[src/rtl/log_fixed_pkg.sv]
// -----------------------------------------------------------------------------
// log_fixed_pkg
// Definitions shared by the log-domain units (log2_fixed_point and
// exp2_fixed_point):
//   LOG_INT_W / LOG_FRAC_W : default integer/fraction widths of a ufix log value
//   sat_max()              : largest unsigned value of a given output width
//   ufix_k() / ufix_f()    : extract the integer (k) and fraction (f) fields
//                            from a packed {k, f} log value
// -----------------------------------------------------------------------------
package log_fixed_pkg;

    localparam int LOG_INT_W  = 4;
    localparam int LOG_FRAC_W = 8;

    // All-ones value of an out_w-bit unsigned result (out_w must be <= 31).
    function automatic logic [31:0] sat_max(input int out_w);
        return (32'd1 << out_w) - 32'd1;
    endfunction

    // Integer field k of a {k, f} log value, zero-extended to 32 bits.
    function automatic logic [31:0] ufix_k(input logic [31:0] log_val,
                                           input int          int_w,
                                           input int          frac_w);
        return (log_val >> frac_w) & ((32'd1 << int_w) - 32'd1);
    endfunction

    // Fraction field f of a {k, f} log value, zero-extended to 32 bits.
    function automatic logic [31:0] ufix_f(input logic [31:0] log_val,
                                           input int          frac_w);
        return log_val & ((32'd1 << frac_w) - 32'd1);
    endfunction

endpackage

[src/rtl/exp2_fixed_point_if.sv]
// -----------------------------------------------------------------------------
// exp2_fixed_point_if
// Stream bundle around the antilog unit.
//   i_LOG   : {k, f} log-domain input        i_VALID : input sample valid
//   o_READY : unit accepts i_LOG this cycle  o_VALUE : linear result
//   o_OVF   : result saturated               o_VALID : o_VALUE/o_OVF valid
//   i_READY : downstream accepts output
// modport slave  : the exp2 unit itself
// modport master : the environment (producer + consumer)
// -----------------------------------------------------------------------------
interface exp2_fixed_point_if
    import log_fixed_pkg::*;
#(
    parameter int INT_W  = LOG_INT_W,
    parameter int FRAC_W = LOG_FRAC_W,
    parameter int OUT_W  = 16
);

    logic [INT_W+FRAC_W-1:0] i_LOG;
    logic                    i_VALID;
    logic                    o_READY;
    logic [OUT_W-1:0]        o_VALUE;
    logic                    o_OVF;
    logic                    o_VALID;
    logic                    i_READY;

    modport slave (
        input  i_LOG, i_VALID, i_READY,
        output o_READY, o_VALUE, o_OVF, o_VALID
    );

    modport master (
        output i_LOG, i_VALID, i_READY,
        input  o_READY, o_VALUE, o_OVF, o_VALID
    );

endinterface

[src/rtl/exp2_shift_stage.sv]
// -----------------------------------------------------------------------------
// exp2_shift_stage
// One registered pipeline stage: left-shifts data_in by a field of k, whose
// bit weight is FIELD_LSB (shift = field << FIELD_LSB), then drops DROP_LSB
// low bits before registering. Data and valid advance only when en is high.
//   clk, reset          : clock, asynchronous active-high reset
//   en                  : pipeline advance
//   valid_in / data_in  : upstream stage valid and data
//   field               : selected bits of k
//   valid_out/data_out  : registered valid and shifted data
// -----------------------------------------------------------------------------
module exp2_shift_stage #(
    parameter int IN_W      = 9,
    parameter int OUT_W     = 24,
    parameter int FIELD_W   = 2,
    parameter int FIELD_LSB = 0,
    parameter int DROP_LSB  = 0
) (
    input  logic               clk,
    input  logic               reset,
    input  logic               en,
    input  logic               valid_in,
    input  logic [IN_W-1:0]    data_in,
    input  logic [FIELD_W-1:0] field,
    output logic               valid_out,
    output logic [OUT_W-1:0]   data_out
);

    localparam int SH_W   = FIELD_W + FIELD_LSB;
    localparam int WIDE_W = OUT_W + DROP_LSB;

    logic [SH_W-1:0]   shamt;
    logic [WIDE_W-1:0] shifted;
    logic              valid_reg;
    logic [OUT_W-1:0]  data_reg;

    // The field keeps its positional weight, so a coarse stage shifts by
    // multiples of 2^FIELD_LSB only.
    assign shamt   = SH_W'(field) << FIELD_LSB;
    assign shifted = WIDE_W'(data_in) << shamt;

    always_ff @(posedge clk or posedge reset) begin
        if (reset) begin
            valid_reg <= 1'b0;
            data_reg  <= '0;
        end else if (en) begin
            valid_reg <= valid_in;
            data_reg  <= shifted[WIDE_W-1:DROP_LSB];
        end
    end

    assign valid_out = valid_reg;
    assign data_out  = data_reg;

endmodule

[src/rtl/exp2_fixed_point.sv]
// -----------------------------------------------------------------------------
// exp2_fixed_point
// Fixed-point antilog: for a log value {k, f} returns (1+f)*2^k truncated to an
// integer (Mitchell approximation), saturating at 2^OUT_W-1 with o_OVF set.
// Three registered stages:
//   1: mantissa m = {1, f}, k captured
//   2: coarse shift of m by k with its two low bits masked
//   3: fine shift by k[1:0] and drop of the FRAC_W fraction bits
// The whole pipeline advances together whenever the output slot is free or
// being consumed; bubbles are carried, not squeezed out.
//   clk   : rising-edge clock
//   reset : asynchronous active-high reset
//   bus   : exp2_fixed_point_if.slave stream bundle
// -----------------------------------------------------------------------------
module exp2_fixed_point
    import log_fixed_pkg::*;
#(
    parameter int INT_W  = LOG_INT_W,
    parameter int FRAC_W = LOG_FRAC_W,
    parameter int OUT_W  = 16
) (
    input  logic              clk,
    input  logic              reset,
    exp2_fixed_point_if.slave bus
);

    localparam int M_W = FRAC_W + 1;
    // m shifted by at most 2^INT_W-1 stays lossless in this width.
    localparam int S_W = FRAC_W + (1 << INT_W);
    localparam int R_W = S_W - FRAC_W;
    localparam logic [31:0] SAT_MAX = sat_max(OUT_W);

    logic              adv;
    logic [INT_W-1:0]  k_in;
    logic [FRAC_W-1:0] f_in;

    logic              m_valid_reg;
    logic [M_W-1:0]    m_reg;
    logic [INT_W-1:0]  k_reg;
    logic [1:0]        k_lo_reg;

    logic              s_valid;
    logic [S_W-1:0]    s_data;
    logic              r_valid;
    logic [R_W-1:0]    r_data;

    logic [31:0]       r_ext;
    logic              ovf;

    // Free output slot or a consuming downstream lets everything move.
    assign adv         = bus.i_READY | ~r_valid;
    assign bus.o_READY = adv;

    assign k_in = INT_W'(ufix_k(32'(bus.i_LOG), INT_W, FRAC_W));
    assign f_in = FRAC_W'(ufix_f(32'(bus.i_LOG), FRAC_W));

    // Stage 1: restore the implicit leading one of the mantissa.
    always_ff @(posedge clk or posedge reset) begin
        if (reset) begin
            m_valid_reg <= 1'b0;
            m_reg       <= '0;
            k_reg       <= '0;
        end else if (adv) begin
            m_valid_reg <= bus.i_VALID;
            m_reg       <= {1'b1, f_in};
            k_reg       <= k_in;
        end
    end

    // Low bits of k travel alongside stage 2 for the fine shift.
    always_ff @(posedge clk or posedge reset) begin
        if (reset) begin
            k_lo_reg <= '0;
        end else if (adv) begin
            k_lo_reg <= k_reg[1:0];
        end
    end

    // Stage 2: shift by k with its low two bits masked (0, 4, 8, ...).
    exp2_shift_stage #(
        .IN_W      (M_W),
        .OUT_W     (S_W),
        .FIELD_W   (INT_W - 2),
        .FIELD_LSB (2),
        .DROP_LSB  (0)
    ) u_coarse (
        .clk       (clk),
        .reset     (reset),
        .en        (adv),
        .valid_in  (m_valid_reg),
        .data_in   (m_reg),
        .field     (k_reg[INT_W-1:2]),
        .valid_out (s_valid),
        .data_out  (s_data)
    );

    // Stage 3: shift by k[1:0], then truncate away the fraction bits.
    exp2_shift_stage #(
        .IN_W      (S_W),
        .OUT_W     (R_W),
        .FIELD_W   (2),
        .FIELD_LSB (0),
        .DROP_LSB  (FRAC_W)
    ) u_fine (
        .clk       (clk),
        .reset     (reset),
        .en        (adv),
        .valid_in  (s_valid),
        .data_in   (s_data),
        .field     (k_lo_reg),
        .valid_out (r_valid),
        .data_out  (r_data)
    );

    // Saturation works from the registered integer result, so o_VALUE holds
    // steady for as long as the pipeline is stalled.
    assign r_ext = 32'(r_data);
    assign ovf   = (r_ext > SAT_MAX);

    assign bus.o_VALID = r_valid;
    assign bus.o_OVF   = ovf;
    assign bus.o_VALUE = ovf ? SAT_MAX[OUT_W-1:0] : OUT_W'(r_data);

endmodule

[src/flat_wrapper.sv]
// flat-port wrapper written by rule: the top's interface ports become plain ports
module exp2_fixed_point_flat import log_fixed_pkg::*;
#(
    parameter int INT_W  = LOG_INT_W,
    parameter int FRAC_W = LOG_FRAC_W,
    parameter int OUT_W  = 16
)
  (clk, reset, bus_i_LOG, bus_i_VALID, bus_i_READY, bus_o_READY, bus_o_VALUE, bus_o_OVF, bus_o_VALID);
  exp2_fixed_point_if #(.INT_W(INT_W), .FRAC_W(FRAC_W), .OUT_W(OUT_W)) bus_i ();
  input  logic clk;
  input  logic reset;
  input wire logic [$bits(bus_i.i_LOG)-1:0] bus_i_LOG;
  input wire logic [$bits(bus_i.i_VALID)-1:0] bus_i_VALID;
  input wire logic [$bits(bus_i.i_READY)-1:0] bus_i_READY;
  output wire logic [$bits(bus_i.o_READY)-1:0] bus_o_READY;
  output wire logic [$bits(bus_i.o_VALUE)-1:0] bus_o_VALUE;
  output wire logic [$bits(bus_i.o_OVF)-1:0] bus_o_OVF;
  output wire logic [$bits(bus_i.o_VALID)-1:0] bus_o_VALID;
  assign bus_i.i_LOG = bus_i_LOG;
  assign bus_i.i_VALID = bus_i_VALID;
  assign bus_i.i_READY = bus_i_READY;
  assign bus_o_READY = bus_i.o_READY;
  assign bus_o_VALUE = bus_i.o_VALUE;
  assign bus_o_OVF = bus_i.o_OVF;
  assign bus_o_VALID = bus_i.o_VALID;
  exp2_fixed_point #(.INT_W(INT_W), .FRAC_W(FRAC_W), .OUT_W(OUT_W)) u_core (.clk(clk), .reset(reset), .bus(bus_i));
endmodule
[config.mk]
export PLATFORM = sky130hd
export DESIGN_NAME = exp2_fixed_point_flat
export DESIGN_NICKNAME = d
export VERILOG_FILES = /design/src/rtl/log_fixed_pkg.sv /design/src/rtl/exp2_fixed_point_if.sv /design/src/rtl/exp2_shift_stage.sv /design/src/rtl/exp2_fixed_point.sv /design/src/flat_wrapper.sv
export SDC_FILE = /design/constraint.sdc
export NUM_CORES = 1
export LEC_CHECK = 0
export CAP_MARGIN = 20
export CORE_MARGIN = 4
export CORE_UTILIZATION = 45
export DETAILED_ROUTE_END_ITERATION = 7
export HOLD_SLACK_MARGIN = 0.02
export PLACE_DENSITY = 0.67
export SETUP_SLACK_MARGIN = 0.15
export SLEW_MARGIN = 20
export SYNTH_ARGS = -nofsm -noshare
export SYNTH_HDL_FRONTEND = slang
export SYNTH_SLANG_ARGS = --single-unit
[constraint.sdc]
create_clock -name clk -period 1.4 [get_ports clk]
set_input_delay 0.14 -clock clk [delete_from_list [all_inputs] [get_ports clk]]
set_output_delay 0.14 -clock clk [all_outputs]
set_load 0.02 [all_outputs]
==> run metrics <==
clock latency on the worst-skew pair=0.30 ns; DP Wirelength=2990 um; Hold WS=0.233 ns; Layout area overhead=32.1%; Setup CP Type=reg -> reg; H-tree depth=2; worst r2r dst=u_core.u_fine.data_out[2]; Via-to-Cell Ratio=5.05; status=complete, no violations; FP Rows=25; Die X=79.8 um; family with the most delay on the worst path=multiplexers; GR Util All Layers=15.1%; Mean Syn Cell Area=10.1 um^2; final net count=289; clk sinks=50; Reg power frac=38.3%; CTS Buf Count=5; CP Capture Type=register; area of the core=0.00485 mm^2; Vias=1723; Setup crit start kind=register; WL per Instance=13.6 um; clk buf depth=2; Antenna Diode Count=0; PD cells=1980 mW/mm^2; RD Place Congestion=0.786; register area share after synthesis=53.9%; Psw=2.17 mW; Cell Area, Synth=0.00232 mm^2; CP arrival=1.48 ns; IO Pins=35; Crit path largest cell delay=0.42 ns; Pint=3.90 mW; vias in the first global route=1535; LEAKAGE=1.51 nW; drc violations=0; GRT overflow=0; setup violators final=0; initial core utilization=47.9%; drt pass-1 iters=4; final core occ=63.3%; Routed WL=4640 um; Mapped Cells=229; post-synth cell types=27; reg-to-reg setup timing slack=0.11 ns; CP Buf/Inv Count=1; Final Skew=0.00539 ns; clock power share=16.3%; Net Sw Frac=35.8%; MaxCap Viol Count=0; initial antenna violation count=0; maximum clock frequency=774 MHz; worst path required time=1.59 ns; RSZ-0062 raised after global routing=yes; Gate power share=45.4%; I/O Buffers=33; reg2reg path depth=4; layout cells sized above 1=20.8%; CP Max Fanout=9; Post-Syn Nets=245; die height=79.8 um; fin crit period=1.29 ns; Antenna Nets Post-Route=0; clock slew at reported path FFs=0.08 ns; fillers=379; first-pass GRT wire length=7420 um; largest net degree at the start of global routing=51; Pins Over Slew Limit=0; Crit-path slowest cell=dfrtp_2; number of synthesized register bits=50; Hold Vio Cnt, Final=0; Final Cycle Share=92.3%; CTS root buf=clkbuf_8; critical-path cell list=buf_12, mux2_2, mux2i_1, a21oi_1; Hold Path Class=in -> async; die area=0.00637 mm^2; CTS tree=yes; Synth warnings=0; FF-to-FF Start=u_core.k_lo_reg[1]; drt initial violations=136; worst-case vdd ir drop=0.813 mV
==> cells by family (layout without fill, tap and decap cells) <==
family,count (synthesis),in the layout,share of synthesized area (%)
AND/OR/NAND/NOR,96,96,16.9
flip-flops,50,50,53.9
AO/OA/AOI/OAI,31,31,8.94
multiplexers,31,31,14.9
buffers and inverters,20,65,5.28
other,1,1,0.161
==> placed cells by master (no fill, tap or decap), drive strengths merged, types with 2 or more instances in the layout <==
| master | count |
|---|---|
| dlygate4sd2 | 17 |
| mux2 | 16 |
| nor3 | 2 |
| a21oi | 12 |
| nor2b | 3 |
| nor2 | 22 |
| dfrtp | 50 |
| clkdlybuf4s50 | 15 |
| a22o | 7 |
| inv | 2 |
| nand3 | 6 |
| o21ai | 4 |
| and3 | 2 |
| nand2 | 58 |
| buf | 19 |
| nand2b | 2 |
| clkbuf | 10 |
| a221oi | 4 |
| mux2i | 15 |
==> worst max path at each step <==
stage	startpoint	endpoint	cells after the start
6_report	u_core.k_lo_reg[1]	u_core.u_fine.data_out[2]	4
5_1_grt	u_core.k_lo_reg[1]	u_core.u_fine.data_out[2]	4
4_1_cts	u_core.u_fine.valid_out	bus_o_READY	3
3_5_place_dp	bus_i_READY	bus_o_READY	4
3_3_place_gp	bus_i_READY	bus_o_READY	4
2_1_floorplan	u_core.u_fine.valid_out	u_core.u_coarse.data_out[9]	5
==> cell usage after synthesis, drive strengths merged <==
master,number,area [um^2]
o21ai,4,20.0
dfrtp,50,1250
a22o,7,61.3
conb,1,3.75
nor2b,3,18.8
a221oi,4,35.0
nor3,2,10.0
o211ai,1,7.51
mux2,16,195
a31oi,1,6.26
and3,2,12.5
buf,14,100
o211a,1,10.0
nand2,58,218
o21a,1,7.51
nand3b,1,7.51
nand2b,2,12.5
inv,3,11.3
a21oi,12,60.1
nor2,22,82.6
mux2i,15,150
nand3,6,30.0
clkbuf,3,11.3
==> routing by layer <==
| layer | track usage, % | vias to the layer above | wire (um) |
|---|---|---|---|
| met2 | 22.3 | 59 | 2140 |
| li1 | - | 855 | - |
| met5 | 0 | - | 0 |
| met3 | 3.95 | 12 | 266 |
| met4 | 5.24 | 0 | 98 |
| met1 | 21.4 | 797 | 2140 |
==> metrics by stage <==
step	cell area (um^2)	power [mW]	TNS (ns)	worst slack, ns	cells
after CTS	2900	5.80	0	0.135	332
final	3070	6.08	0	0.107	341
after global routing	3070	6.47	0	0.0786	341
after detailed placement	2760	4.86	-1.55	-0.133	323
after global placement	2760	4.81	-1.57	-0.143	323
after floorplan	2340	4.01	0	0.158	229
==> what timing repair did <==
item                                    4_1_cts  5_1_grt
pin swaps                                     0        3
resized for setup                            35       15
hold buffers                                  0        0
gates cloned                                  0        3
setup buffers                                 1        6
endpoints found under the setup margin       41       27
==> worst min-delay path: stages <==
cell	delay (ns)
clkdlybuf4s50_1	0.44
clkinvlp_4	0.10
buf_12	0.24
==> layout make-up <==
type / instances / area (um^2) / area share (%)
inverters: 3 / 17.5 / 0.571
multi-input cells: 159 / 1000 / 32.7
repair buffers: 54 / 602 / 19.6
well taps: 67 / 83.8 / 2.73
clock inverters: 1 / 30.0 / 0.979
flip-flops and latches: 50 / 1260 / 40.9
clock buffers: 7 / 76.3 / 2.49
==> power groups by stage <==
stage / clock network, mW / logic, mW / registers, mW
floorplan: 0 / 1.51 / 2.50
global placement: 0 / 2.49 / 2.32
detailed placement: 0 / 2.52 / 2.34
CTS: 1.01 / 2.47 / 2.31
global route: 1.09 / 2.97 / 2.40
finish: 0.991 / 2.76 / 2.33
Power figures use the tool's default switching activity.
==> patch 1 (same settings) <==
The parameter `FIELD_LSB` goes from 2 to 1. Comments in the files are not updated.
--- a/src/rtl/exp2_fixed_point.sv
+++ b/src/rtl/exp2_fixed_point.sv
@@ -81,7 +81,7 @@
         .IN_W      (M_W),
         .OUT_W     (S_W),
         .FIELD_W   (INT_W - 2),
-        .FIELD_LSB (2),
+        .FIELD_LSB (1),
         .DROP_LSB  (0)
     ) u_coarse (
         .clk       (clk),
Behaviour: not the same (a bounded check fails within 4 cycles, from zero or initial values and one cycle with reset high).
==> patch 1 against the original RTL <==
  * Clock skew rose by 0.0041 ns
  * Synthesized cell count fell by 18%
  * Synthesized area fell by 21%
  * Setup slack improved by 0.046 ns
  * Clock power fell by 22%
  * Wire length fell by 21%
  * Sequential cell count fell by 12
  * Core utilization fell by 3.1 points
  * Design area fell by 26%
  * Fmax rose by 3.7%
  * Power fell by 28%
  * Sequential power fell by 21%
  * Die area fell by 19%
==> patch 1: results <==
export IMPL_path_delay_family="multiplexers"
export IMPL_slew_hr_pct=63.0
export IMPL_worstRegToRegCells=3
export IMPL_post_layout_nonfiller_instances=271
export IMPL_path_clk_slew_ns=0.08
export IMPL_cts_hold_buffers_added=0
export IMPL_max_clock_path_buffers=2
export IMPL_detail_route_wirelength_um=3670
export IMPL_min_period_ns=1.25
export IMPL_layout_drive_gt1_share_pct=19.3
export IMPL_path_max_fanout=7
export IMPL_fin_skew_ns=0.00948
export IMPL_crit_slowest_cell="sky130_fd_sc_hd__dfrtp_2"
export IMPL_synthDistinctLibCells=28
export IMPL_num_fill_cells=340
export IMPL_min_path_type="in2async"
export IMPL_total_clock_buffers_created_by_cts=5
export IMPL_global_route_wire_length_before_repair_um=6090
export IMPL_postCtsResizedCells=20
export IMPL_critical_path_arrival_ns=1.42
export IMPL_dpl_worst_slack_ns=-0.135
export IMPL_dominantRegCellSynth="sky130_fd_sc_hd__dfrtp_1"
export IMPL_grt_use_total_pct=15.0
export IMPL_detail_route_iter0_violations=57
export IMPL_reg2reg_from="u_core.k_lo_reg[1]"
export IMPL_run_status="complete, no violations"
export IMPL_grt_max_degree=39
export IMPL_leakage_nw=1.10
export IMPL_yosysSeqAreaShare_pct=52.2
export IMPL_maxSlewViolCount=0
export IMPL_antenna_cells_inserted=0
export IMPL_routabilityCongestion=0.777
export IMPL_dr_total_vias=1369
export IMPL_dp_hpwl_um=2520
export IMPL_cp_endpoint="u_core.u_fine.data_out[4]"
export IMPL_cts_root_buffer_cell="sky130_fd_sc_hd__clkbuf_8"
export IMPL_first_global_vias=1312
export IMPL_dp_cells=258
export IMPL_ys_async_sr_fraction_pct=100
export IMPL_timing_reg2reg_setup_slack_ns=0.15
export IMPL_synth_top_cells_by_area="sky130_fd_sc_hd__dfrtp_1 (52%), sky130_fd_sc_hd__nand2_1 (12%), sky130_fd_sc_hd__mux2i_1 (7.1%)"
export IMPL_post_route_drc_count=0
export IMPL_buffer_ports_inserted=27
export IMPL_cts_htree_levels=2
export IMPL_slowest_delay_ns=0.47
export IMPL_muxShareOfSynthArea_pct=12.7
export IMPL_worst_setup_path_startpoint="u_core.k_lo_reg[1]"
export IMPL_vdd_drop_max_mv=0.905
export IMPL_final_net_count=238
export IMPL_postCtsSetupRepairBufs=3
export IMPL_synthCells=188
export IMPL_netlist_top_cells_count="sky130_fd_sc_hd__nand2_1 (56), sky130_fd_sc_hd__dfrtp_1 (38), sky130_fd_sc_hd__mux2i_1 (13), sky130_fd_sc_hd__nor2_1 (11), sky130_fd_sc_hd__buf_2 (9)"
export IMPL_synth_compound_gate_area_share_pct=8.24
## patch 1: final cells by class
class	count	area, um^2	area share [%]
clock inverters	1	5.00	0.219
inverters	4	15.0	0.657
flip-flops and latches	38	955	41.8
repair buffers	40	370	16.2
multi-input cells	133	793	34.7
well taps	48	60.1	2.63
clock buffers	7	86.3	3.78
## patch 1: logic make-up after synthesis
kind of cell	count (synthesis)
flip-flops	38
AO/OA/AOI/OAI	23
AND/OR/NAND/NOR	82
multiplexers	21
other	1
buffers and inverters	23
## patch 1: power by group
part           switching, mW  internal (mW)  total, mW
Combinational          0.883          0.876       1.76
Clock                  0.376          0.397      0.773
Sequential             0.372           1.48       1.85
Total                   1.63           2.75       4.38
## patch 1: how the worst min path moves through the flow
stage | startpoint | end | slack (ns) | cells past startpoint
finish | reset | u_core.u_fine.data_out[9] | 0.20 | 3
global route | reset | u_core.m_reg[8] | 0.22 | 3
CTS | reset | u_core.u_fine.data_out[8] | 0.21 | 3
detailed placement | u_core.k_reg[0] | u_core.k_reg[0] | 0.46 | 2
global placement | u_core.u_coarse.valid_out | u_core.u_fine.valid_out | 0.44 | 1
floorplan | bus_i_LOG[8] | u_core.k_reg[0] | 0.25 | 2
## patch 1: metrics by stage
stage          power [mW]  area, um^2  utilization [%]
2_1_floorplan        2.95        1850                -
3_3_place_gp         3.46        2120             55.8
3_5_place_dp         3.53        2120             55.8
4_1_cts              4.28        2230             58.8
5_1_grt              4.64        2280             60.1
6_report             4.38        2280             60.1
## patch 1: routing by layer
layer / GRT usage (%) / share of wire (%)
met3: 4.77 / 5.2
met4: 4.38 / 1.1
met5: 0 / 0
met2: 24.2 / 49
met1: 19.3 / 45
==> patch 2 (same settings) <==
Without the edit above. Reset style: synchronous (`reset`), changed in 3 clocked blocks. Comments in the files are not updated.
--- a/src/rtl/exp2_shift_stage.sv
+++ b/src/rtl/exp2_shift_stage.sv
@@ -39,7 +39,7 @@
     assign shamt   = SH_W'(field) << FIELD_LSB;
     assign shifted = WIDE_W'(data_in) << shamt;
 
-    always_ff @(posedge clk or posedge reset) begin
+    always_ff @(posedge clk) begin
         if (reset) begin
             valid_reg <= 1'b0;
             data_reg  <= '0;
--- a/src/rtl/exp2_fixed_point.sv
+++ b/src/rtl/exp2_fixed_point.sv
@@ -55,7 +55,7 @@
     assign f_in = FRAC_W'(ufix_f(32'(bus.i_LOG), FRAC_W));
 
     // Stage 1: restore the implicit leading one of the mantissa.
-    always_ff @(posedge clk or posedge reset) begin
+    always_ff @(posedge clk) begin
         if (reset) begin
             m_valid_reg <= 1'b0;
             m_reg       <= '0;
@@ -68,7 +68,7 @@
     end
 
     // Low bits of k travel alongside stage 2 for the fine shift.
-    always_ff @(posedge clk or posedge reset) begin
+    always_ff @(posedge clk) begin
         if (reset) begin
             k_lo_reg <= '0;
         end else if (adv) begin
Function: differs if reset is asserted again (counterexample within 4 cycles, from zero or initial values and one cycle with reset high); with reset held inactive, the same outputs for 10 cycles.
==> patch 2 against the original RTL <==
  * Design area is 10% lower
  * Wire length is 5.0% higher
  * Setup slack better by 0.065 ns
  * Synthesized area is 7.8% lower
  * Non-clock buffer count is 3 lower
  * Cell count is 3.8% lower
  * Sequential cell count stayed put
  * Largest cell class is now multi-input gates
Power is not compared: it rests on default switching activity, and its combinational part moved more than twofold at a synthesized area within 25%.
==> patch 2: results <==
export IMPL_run_status="complete, no violations"
export IMPL_seqAreaFraction_pct=36.5
export IMPL_first_global_vias=1652
export IMPL_buffer_ports_inserted=33
export IMPL_mappedNetlistNets=254
export IMPL_reg2reg_from="u_core.u_fine.valid_out"
export IMPL_ys_async_sr_fraction_pct=0
export IMPL_n_all_buffers=51
export IMPL_regToRegEndpoint="u_core.u_fine.data_out[12]"
export IMPL_worst_setup_path_startpoint="u_core.u_fine.valid_out"
export IMPL_routabilityCongestion=0.741
export IMPL_min_path_type="in2reg"
export IMPL_detail_route_iter0_violations=112
export IMPL_timing_reg2reg_setup_slack_ns=0.17
export IMPL_drt_vias_per_instance=5.43
export IMPL_total_power_mw=2.69
export IMPL_clkbuf_count=7
export IMPL_grt_use_total_pct=15.9
export IMPL_grt_max_degree=27
export IMPL_layout_drive_gt1_share_pct=18.5
export IMPL_total_clock_buffers_created_by_cts=5
export IMPL_global_route_wire_length_before_repair_um=7730
export IMPL_path_max_fanout=7
export IMPL_yosysSeqAreaShare_pct=46.8
export IMPL_critical_path_arrival_ns=1.45
export IMPL_dp_cells=318
export IMPL_floorplan_die_area_um2=5930
export IMPL_final_net_count=291
export IMPL_muxShareOfSynthArea_pct=9.59
export IMPL_detail_route_wirelength_um=4870
export IMPL_dp_hpwl_um=3200
export IMPL_netlist_top_cells_count="sky130_fd_sc_hd__dfxtp_1 (50), sky130_fd_sc_hd__nand2_1 (44), sky130_fd_sc_hd__a21oi_1 (27), sky130_fd_sc_hd__mux2i_1 (16), sky130_fd_sc_hd__nand3b_1 (14)"
export IMPL_synthCells=238
export IMPL_number_of_antenna_violations_at_the_first_check_in_global_routing=0
export IMPL_synth_compound_gate_area_share_pct=15.2
export IMPL_post_layout_nonfiller_instances=328
export IMPL_n_multi_input_combinational_cell=164
export IMPL_dpl_worst_slack_ns=-0.119
export IMPL_area_of_the_multi_input_gates_um2=1070
export IMPL_fin_skew_ns=0.00724
export IMPL_num_fill_cells=433
export IMPL_postPlaceCellArea_um2=2590
export IMPL_clock_tree_area_fraction_pct=3.32
export IMPL_hold_path_startpoint="bus_i_LOG[5]"
export IMPL_final_nonclk_buf_share_pct=18.3
export IMPL_synth_top_cells_by_area="sky130_fd_sc_hd__dfxtp_1 (47%), sky130_fd_sc_hd__nand2_1 (7.7%), sky130_fd_sc_hd__mux2i_1 (7.5%)"
-- patch 2: cell types whose count changed after synthesis, moves of 5 or more --
cell,delta
sky130_fd_sc_hd__dfrtp_1,-50
sky130_fd_sc_hd__dfxtp_1,+50
sky130_fd_sc_hd__nand3b_1,+13
sky130_fd_sc_hd__o221ai_1,+13
sky130_fd_sc_hd__nand2_1,-14
sky130_fd_sc_hd__nand4_1,+5
sky130_fd_sc_hd__a22o_1,-7
sky130_fd_sc_hd__nor2_1,-12
sky130_fd_sc_hd__mux2_2,-8
sky130_fd_sc_hd__a21oi_1,+15
sky130_fd_sc_hd__nor3_1,+6
-- patch 2: repair_timing --
action | in CTS | in global routing
pin swaps | 0 | 5
buffers inserted | 0 | 1
endpoints found under the setup margin | 22 | 31
gates resized for setup | 20 | 17
hold buffers | 0 | 0
cloned | 0 | 1
-- patch 2: logic make-up after synthesis --
group	Yosys count
compound gates	48
buf+inv	25
flops	50
mux	20
other cells	1
simple gates	94
-- patch 2: worst max-delay path: stages, from the launching register on --
cell and delay (ns):
sky130_fd_sc_hd__dfxtp_2 0.32, sky130_fd_sc_hd__nor2b_4 0.13, sky130_fd_sc_hd__buf_6 0.12, sky130_fd_sc_hd__or3_4 0.39, sky130_fd_sc_hd__o221ai_2 0.19
-- patch 2: metal layers --
layer | wire (um) | part of all wire [%] | up-vias | track usage [%]
met2 | 2300 | 47 | 38 | 25.4
met3 | 239 | 4.9 | 9 | 4.33
met4 | 91 | 1.9 | 0 | 4.80
met5 | 0 | 0 | - | 0
met1 | 2240 | 46 | 819 | 21.1
li1 | - | - | 916 | -
